File: src/rtl/main_ctrl_fsm.sv
// Multi-cycle MIPS main control FSM: sequences fetch/decode/execute/memory/writeback,
// drives the datapath controls and counts retired instruction fetches.
module main_ctrl_fsm #(
   parameter int unsigned CNT_W = 32
) (
   input  logic             clk,
   input  logic             reset,
   input  logic [5:0]       opcode,
   input  logic             zero,
   input  logic             mem_ready,
   output logic             pc_write,
   output logic             branch_eq,
   output logic             branch_ne,
   output logic             i_or_d,
   output logic             mem_read,
   output logic             mem_write,
   output logic             ir_write,
   output logic             mem_to_reg,
   output logic             reg_dst,
   output logic             reg_write,
   output logic             alu_src_a,
   output logic [1:0]       alu_src_b,
   output logic [1:0]       ALU_op,
   output logic [1:0]       pc_source,
   output logic             illegal_op,
   output logic [CNT_W-1:0] instr_count,
   output logic [3:0]       state
);

   typedef enum logic [3:0] {
      StIdle   = 4'd0,
      StFetch  = 4'd1,
      StDecode = 4'd2,
      StMemAdr = 4'd3,
      StMemRd  = 4'd4,
      StMemWb  = 4'd5,
      StMemWr  = 4'd6,
      StRExec  = 4'd7,
      StRWb    = 4'd8,
      StBranch = 4'd9,
      StIExec  = 4'd10,
      StIWb    = 4'd11,
      StJump   = 4'd12
   } state_e;

   localparam logic [5:0] OpRtype = 6'h00;
   localparam logic [5:0] OpLw    = 6'h23;
   localparam logic [5:0] OpSw    = 6'h2b;
   localparam logic [5:0] OpBeq   = 6'h04;
   localparam logic [5:0] OpBne   = 6'h05;
   localparam logic [5:0] OpAddi  = 6'h08;
   localparam logic [5:0] OpAndi  = 6'h0c;
   localparam logic [5:0] OpJ     = 6'h02;

   state_e           state_q, state_d;
   logic [5:0]       op_q, op_d;
   logic [CNT_W-1:0] cnt_q, cnt_d;

   // Branch gating on the zero flag happens outside this block.
   logic unused_zero;
   assign unused_zero = zero;

   always_comb begin
      state_d    = state_q;
      op_d       = op_q;
      cnt_d      = cnt_q;
      pc_write   = 1'b0;
      branch_eq  = 1'b0;
      branch_ne  = 1'b0;
      i_or_d     = 1'b0;
      mem_read   = 1'b0;
      mem_write  = 1'b0;
      ir_write   = 1'b0;
      mem_to_reg = 1'b0;
      reg_dst    = 1'b0;
      reg_write  = 1'b0;
      alu_src_a  = 1'b0;
      alu_src_b  = 2'b00;
      ALU_op     = 2'b00;
      pc_source  = 2'b00;
      illegal_op = 1'b0;

      case (state_q)
         StIdle: state_d = StFetch;
         StFetch: begin
            mem_read  = 1'b1;
            alu_src_b = 2'b01;
            if (mem_ready) begin
               ir_write = 1'b1;
               pc_write = 1'b1;
               cnt_d    = cnt_q + CNT_W'(1);
               state_d  = StDecode;
            end
         end
         StDecode: begin
            alu_src_b = 2'b11;
            op_d      = opcode;
            case (opcode)
               OpRtype:        state_d = StRExec;
               OpLw, OpSw:     state_d = StMemAdr;
               OpBeq, OpBne:   state_d = StBranch;
               OpAddi, OpAndi: state_d = StIExec;
               OpJ:            state_d = StJump;
               default: begin
                  illegal_op = 1'b1;
                  state_d    = StFetch;
               end
            endcase
         end
         StMemAdr: begin
            alu_src_a = 1'b1;
            alu_src_b = 2'b10;
            state_d   = (op_q == OpLw) ? StMemRd : StMemWr;
         end
         StMemRd: begin
            mem_read = 1'b1;
            i_or_d   = 1'b1;
            if (mem_ready) state_d = StMemWb;
         end
         StMemWb: begin
            reg_write  = 1'b1;
            mem_to_reg = 1'b1;
            state_d    = StFetch;
         end
         StMemWr: begin
            mem_write = 1'b1;
            i_or_d    = 1'b1;
            if (mem_ready) state_d = StFetch;
         end
         StRExec: begin
            alu_src_a = 1'b1;
            ALU_op    = 2'b10;
            state_d   = StRWb;
         end
         StRWb: begin
            reg_write = 1'b1;
            reg_dst   = 1'b1;
            ALU_op    = 2'b10;
            state_d   = StFetch;
         end
         StBranch: begin
            alu_src_a = 1'b1;
            ALU_op    = 2'b01;
            pc_source = 2'b01;
            branch_eq = (op_q == OpBeq);
            branch_ne = (op_q == OpBne);
            state_d   = StFetch;
         end
         StIExec: begin
            alu_src_a = 1'b1;
            alu_src_b = 2'b10;
            ALU_op    = 2'b11;
            state_d   = StIWb;
         end
         StIWb: begin
            reg_write = 1'b1;
            ALU_op    = 2'b11;
            state_d   = StFetch;
         end
         StJump: begin
            pc_write  = 1'b1;
            pc_source = 2'b10;
            state_d   = StFetch;
         end
         // Unused encodings recover by refetching.
         default: state_d = StFetch;
      endcase
   end

   always_ff @(posedge clk) begin
      if (reset) begin
         state_q <= StIdle;
         op_q    <= 6'h00;
         cnt_q   <= '0;
      end else begin
         state_q <= state_d;
         op_q    <= op_d;
         cnt_q   <= cnt_d;
      end
   end

   assign instr_count = cnt_q;
   assign state       = state_q;

endmodule

File: config.mk
export PLATFORM = sky130hd
export DESIGN_NAME = main_ctrl_fsm
export DESIGN_NICKNAME = d
export VERILOG_FILES = /design/src/rtl/main_ctrl_fsm.sv
export SDC_FILE = /design/constraint.sdc
export NUM_CORES = 1
export LEC_CHECK = 0
export CAP_MARGIN = 0
export CORE_UTILIZATION = 24
export DETAILED_ROUTE_END_ITERATION = 7
export HOLD_SLACK_MARGIN = 0.08
export PLACE_DENSITY = 0.53
export SLEW_MARGIN = 40
export SYNTH_ARGS = -nofsm -noshare
export SYNTH_HDL_FRONTEND = slang
export SYNTH_SLANG_ARGS = --single-unit
File: constraint.sdc
create_clock -name clk -period 2.5 [get_ports clk]
set_input_delay 0.5 -clock clk [delete_from_list [all_inputs] [get_ports clk]]
set_output_delay 0.5 -clock clk [all_outputs]
set_load 0.03 [all_outputs]
After elaboration in Yosys (flattened, before gate mapping):

Index checks and enable logic that the tools add are counted.
W data, S select, Z words.

* output and inout bits: 54
* bits in registers: 42

* mux-type cells: 23
* $add $sub $neg: 1
* equal/unequal tests: 25
* reduce and logical (&&, ||, !) cells: 14

Operators by type and width (count)
* $add A32 B1 Y32 const B: 1
* $pmux W4 S7: 1
* $eq A6 B3 Y1 const B: 4
* $eq A4 B4 Y1 const B: 5
* $pmux W4 S5: 1
* $eq A6 B6 Y1 const B: 3
* $eq A4 B3 Y1 const B: 4
* $reduce_or A2 Y1: 8
* $mux W1: 13
* $eq A6 B4 Y1 const B: 2
* $mux W4: 3
* $pmux W2 S3: 2
* $eq A4 B2 Y1 const B: 2
* $reduce_or A8 Y1: 1
* $eq A6 B2 Y1 const B: 1
* $logic_not A6 Y1: 1
* $ne A2 B2 Y1 const B: 3
* $eq A4 B1 Y1 const B: 1
* $pmux W2 S2: 1
* $reduce_or A4 Y1: 1
* $reduce_and A3 Y1: 1
* $reduce_or A3 Y1: 1
* $mux W2: 1
* $pmux W1 S2: 1
* $reduce_and A2 Y1: 1

Longest topological paths before layout:

* depth after elaboration: 4
* gate-level depth with buffers: 7
* gate-level depth less buffers: 5

Worst setup path after synthesis:

OpenSTA, ideal clock, no wires.

* kind: reg-to-output
* from: register state_q[1], in the netlist state[1]
* to: output port branch_eq
* stages on the path, launching flop included: 6
* buffers on the path: 1
* slack: 0.116 ns
* required time: 2.000 ns
* arrival time: 1.884 ns
* cell sequence: dfxtp_1 > buf_2 > nand2b_1 > nor2_1 > nand2_1 > nor2_1

* cells in the longest elaborated chain, start to end: 2

Ends and longest elaborated chain
* from (decl): line 55 `state_e state_q, state_d;`
* from (signal assigned): line 172 `state_q <= StIdle;`
* from (signal assigned): line 176 `state_q <= state_d;`
* $eq A4 B4 Y1: line 83 `case (state_q)`
* $mux W1: line 83
* to (decl): line 12 `output logic branch_eq,`

No other way between the ends.

Worst setup path after layout:

* from: input port opcode[1]
* to: output port illegal_op

* cells in the longest elaborated chain, start to end: 4

Ends and longest elaborated chain
* from (decl): line 8 `input logic [5:0] opcode,`
* $eq A6 B2 Y1 (tied with other cells): line 98 `case (opcode)`
* $reduce_or A8 Y1 (no line) *
* $mux W1 *: line 98
* $mux W1 *: line 83
* to (decl): line 25 `output logic illegal_op,`

Mark *: on every way between the ends. The rest lies on a longest branch, timed or not.

==> results_dict.tcl <==
set metrics [dict create \
    status "finished clean" \
    crit_path_max_incr_delay_ps 480 \
    timing.final.max_slew_violations 0 \
    dp_hpwl_um 4830 \
    list_of_cells_traversed_by_the_critical_path "clkdlybuf4s50_1 -> nor4b_1 -> o31ai_1 -> o311a_1 -> buf_4" \
    timing_hold_violations_final 0 \
    comb_power_share 0.139 \
    mappedNetlistArea_mm2 0.00235 \
    htree_levels 2 \
    coreArea_mm2 0.00937 \
    switching_power_summed_over_all_nets_uw 361 \
    yosys.area.top_type "dfxtp_1" \
    syn2layout_area_growth_pct 42.6 \
    synth_compound_area_frac 0.140 \
    worst_ep_required_time_ps 2000 \
    post_drt_via_cell_ratio 4.88 \
    final_min_period_over_clock_period 0.965 \
    total_power_mw 1.34 \
    cell_int_power_uw 983 \
    ctsRootBufferMaster "clkbuf_8" \
    dr_total_vias 2392 \
    design.portCount 64 \
    clock_power_share 0.346 \
    ys_warn_count 0 \
    power.static_leakage_nw 1.26 \
    setup_total_negative_slack_ps 0 \
    die_width_um 101 \
    hold_class "flip-flop to flip-flop" \
    slew_headroom 0.663 \
    dr.pass1.iters 4 \
    depth_of_the_most_critical_reg_to_reg_path 4 \
    die_y_um 101 \
    synth_fp_nets 299 \
    cp_slowest_cell "clkdlybuf4s50_1" \
    synth_top_family_by_area "simple AND/OR/NAND/NOR gates" \
    clk_path_buf_depth 2 \
    achievable-frequency_mhz 414 \
    ff2ff_setup_slack_ps 370 \
    antenna_found_initial 0 \
    peakVddDrop_uv 174 \
    grt_pass1_wl_um 11100 \
    placed_cells 481 \
    dieArea_mm2 0.0102 \
    synth-edff-count 0 \
    wirelength_um 6630 \
    worst_pin_slew_ps 504 \
    synth_sequential_area_ratio 0.358 \
    yosys.area_share.simple 0.358 \
    final_cell_count_no_fill 490 \
    detail_route.wl_per_cell_um 13.5 \
    arrival_time_worst_endpoint_ps 1910 \
    start_kind "primary input" \
    drc 0 \
    max_cap_viol_count 0 \
    yosys.area.top_type_share 0.358 \
    crit_path_end "illegal_op" \
    crit-reg2reg-capture "instr_count[30]" \
    muxShareOfSynthArea 0.0538 \
    synth.lib_cells_used.distinct 46 \
    globalRouteTotalUtil 0.135 \
    gp_congestion 0.749 \
    post_synth_xor_area_fraction 0.0410 \
    crit_path_max_fanout 5 \
    critical_path.reg2reg.startpoint "instr_count[13]" \
    floorplan.rows 35 \
    cts.sinks 42 \
    insertedDiodeCount 0 \
    synthesis.area_per_instance_um2 8.15 \
    timing.final.crit_period_ps 2410 \
    seqPwrFrac 0.515 \
    starting_utilization_of_the_core_area 0.250 \
    yosys.area_share.adder 0.00533 \
    rsz0062_at_grt "no" \
    cts.clk_slew.worst_paths_ps 70 \
    synth_ff_type "dfxtp_1" \
    nets 371 \
    fin_worst_skew_ps 11.2 \
    global_route_total_overflow 0 \
    synth.area.top_cells "dfxtp_1 36%, nor2_1 5.3%, or4_1 4.5%, a21oi_1 4.1%, o31ai_1 3.8%" \
    drive_gt1_frac 0.136 \
    swShare 0.269 \
    syn_inst 288 \
    critical_path.endpoint_type "output port" \
    clock_insertion_delay_worst_skew_ps 300 \
    number_of_clock_buffers_inserted_by_tritoncts 5 \
    cts_tree "yes" \
    timing_worst_setup_path_type "primary input to output port" \
    ys_ff_latch 42 \
    grt_start_max_net_pins 20 \
    first_global_vias 2237 \
    setup.worst_path.start "opcode[1]" \
    drt-initial-drc-count 84 \
    place.port_buffers 62 \
    number_of_nets_still_failing_antenna_checks_after_routing 0 \
    share_of_flip_flops_with_an_asynchronous_set_or_reset_after_synthesis 0 \
    p_per_area_mw_per_mm2 402 \
    finalSetupViolCount 0 \
]
worst min-delay path by stage:
stage / to / startpoint / slack (ps) / cells after the start
2_1_floorplan: op_q[3] / op_q[3] / 460 / 2
6_report: op_q[3] / op_q[3] / 510 / 2
3_5_place_dp: op_q[3] / op_q[3] / 490 / 2
5_1_grt: op_q[3] / op_q[3] / 550 / 2
4_1_cts: op_q[3] / op_q[3] / 510 / 2
3_3_place_gp: op_q[3] / op_q[3] / 480 / 2
synthesized netlist by cell type (all sizes together) (3+ instances only):
library cell	count
dfxtp	42
nor2	33
a21oi	19
nand2	16
nand3	14
or4	14
clkbuf	13
o31ai	12
nand4	11
xor2	10
buf	8
nand2b	8
nor3	8
o21ai	8
and3	7
mux2i	7
nor4	7
and4	5
mux2	5
nor2b	5
inv	4
and2	3
o21a	3
or3	3
placed cells by master, fill, tap and decap left out, types with 3 or more instances in the layout:
cell type / Yosys / final
o21a_1: 3 / 3
and3_1: 7 / 7
dfxtp_2: 0 / 3
o31ai_1: 12 / 12
mux2_2: 5 / 5
clkbuf_8: 0 / 6
inv_1: 4 / 4
nor2_1: 33 / 33
nand4_1: 11 / 11
nand3_1: 12 / 12
or4_1: 14 / 14
nor4_1: 7 / 7
clkdlybuf4s50_1: 0 / 50
dlymetal6s2s_1: 0 / 7
or3_1: 3 / 3
buf_4: 0 / 26
nor2b_1: 5 / 5
nor3_1: 7 / 7
xor2_1: 10 / 10
nand2b_1: 8 / 8
nand2_1: 16 / 16
a21oi_1: 19 / 19
and2_1: 3 / 3
and4_1: 5 / 5
mux2i_1: 7 / 7
dfxtp_1: 42 / 39
o21ai_0: 8 / 8
sequential cells by signal (all words and copies together) (netlist names):
signal / count
state: 4
instr_count: 32
op_q: 6
logic make-up (layout without fill, tap and decap cells):
family | Yosys count | count (layout)
buf+inv | 25 | 98
mux | 12 | 12
fa+ha+maj | 1 | 1
simple gates | 145 | 145
flops | 42 | 42
compound gates | 52 | 52
xor+xnor | 11 | 11
stage by stage:
stage | utilization | setup slack, ps | hold slack (ps) | area, µm²
global route | 0.357 | 6.64 | 548 | 3350
detailed placement | 0.345 | 46.9 | 490 | 3230
global placement | 0.345 | 61.6 | 481 | 3230
CTS | 0.355 | 4.93 | 510 | 3320
floorplan | - | 116 | 461 | 2350
finish | 0.357 | 86.9 | 506 | 3350
critical path, delay by kind of cell:
kind | cells | cell delay (ps)
simple gates | 1 | 180
compound gates | 2 | 600
buf+inv | 2 | 640
routing by layer:
metal / global-route usage / wire, µm
met1: 0.190 / 3370
met5: 0 / 0
met2: 0.210 / 2950
met4: 0.0368 / 62
met3: 0.0264 / 238
area by class of cell:
cell class                      count  area [µm²]
Tap cell                          129         161
Timing Repair Buffer               86         832
Fill cell                        1011        6020
Clock buffer                        7        86.3
Clock inverter                      1        5.00
Sequential cell                    42         845
Inverter                            4        15.0
Multi-Input combinational cell    221        1400
power by group through the flow:
stage | Combinational, mW | Clock (mW) | Sequential [mW]
after floorplan | 0.101 | 0 | 0.711
after global placement | 0.187 | 0 | 0.707
after detailed placement | 0.189 | 0 | 0.708
after CTS | 0.187 | 0.475 | 0.692
after global routing | 0.201 | 0.511 | 0.694
final | 0.187 | 0.466 | 0.692
what timing repair did:
| item | in CTS | in global routing |
|---|---|---|
| hold buffers | 0 | 0 |
| pin swaps | 0 | 1 |
| gates resized for setup | 4 | 7 |
| setup endpoints to repair | 8 | 7 |
| setup buffers | 0 | 1 |
(Power assumes the default switching activity.)
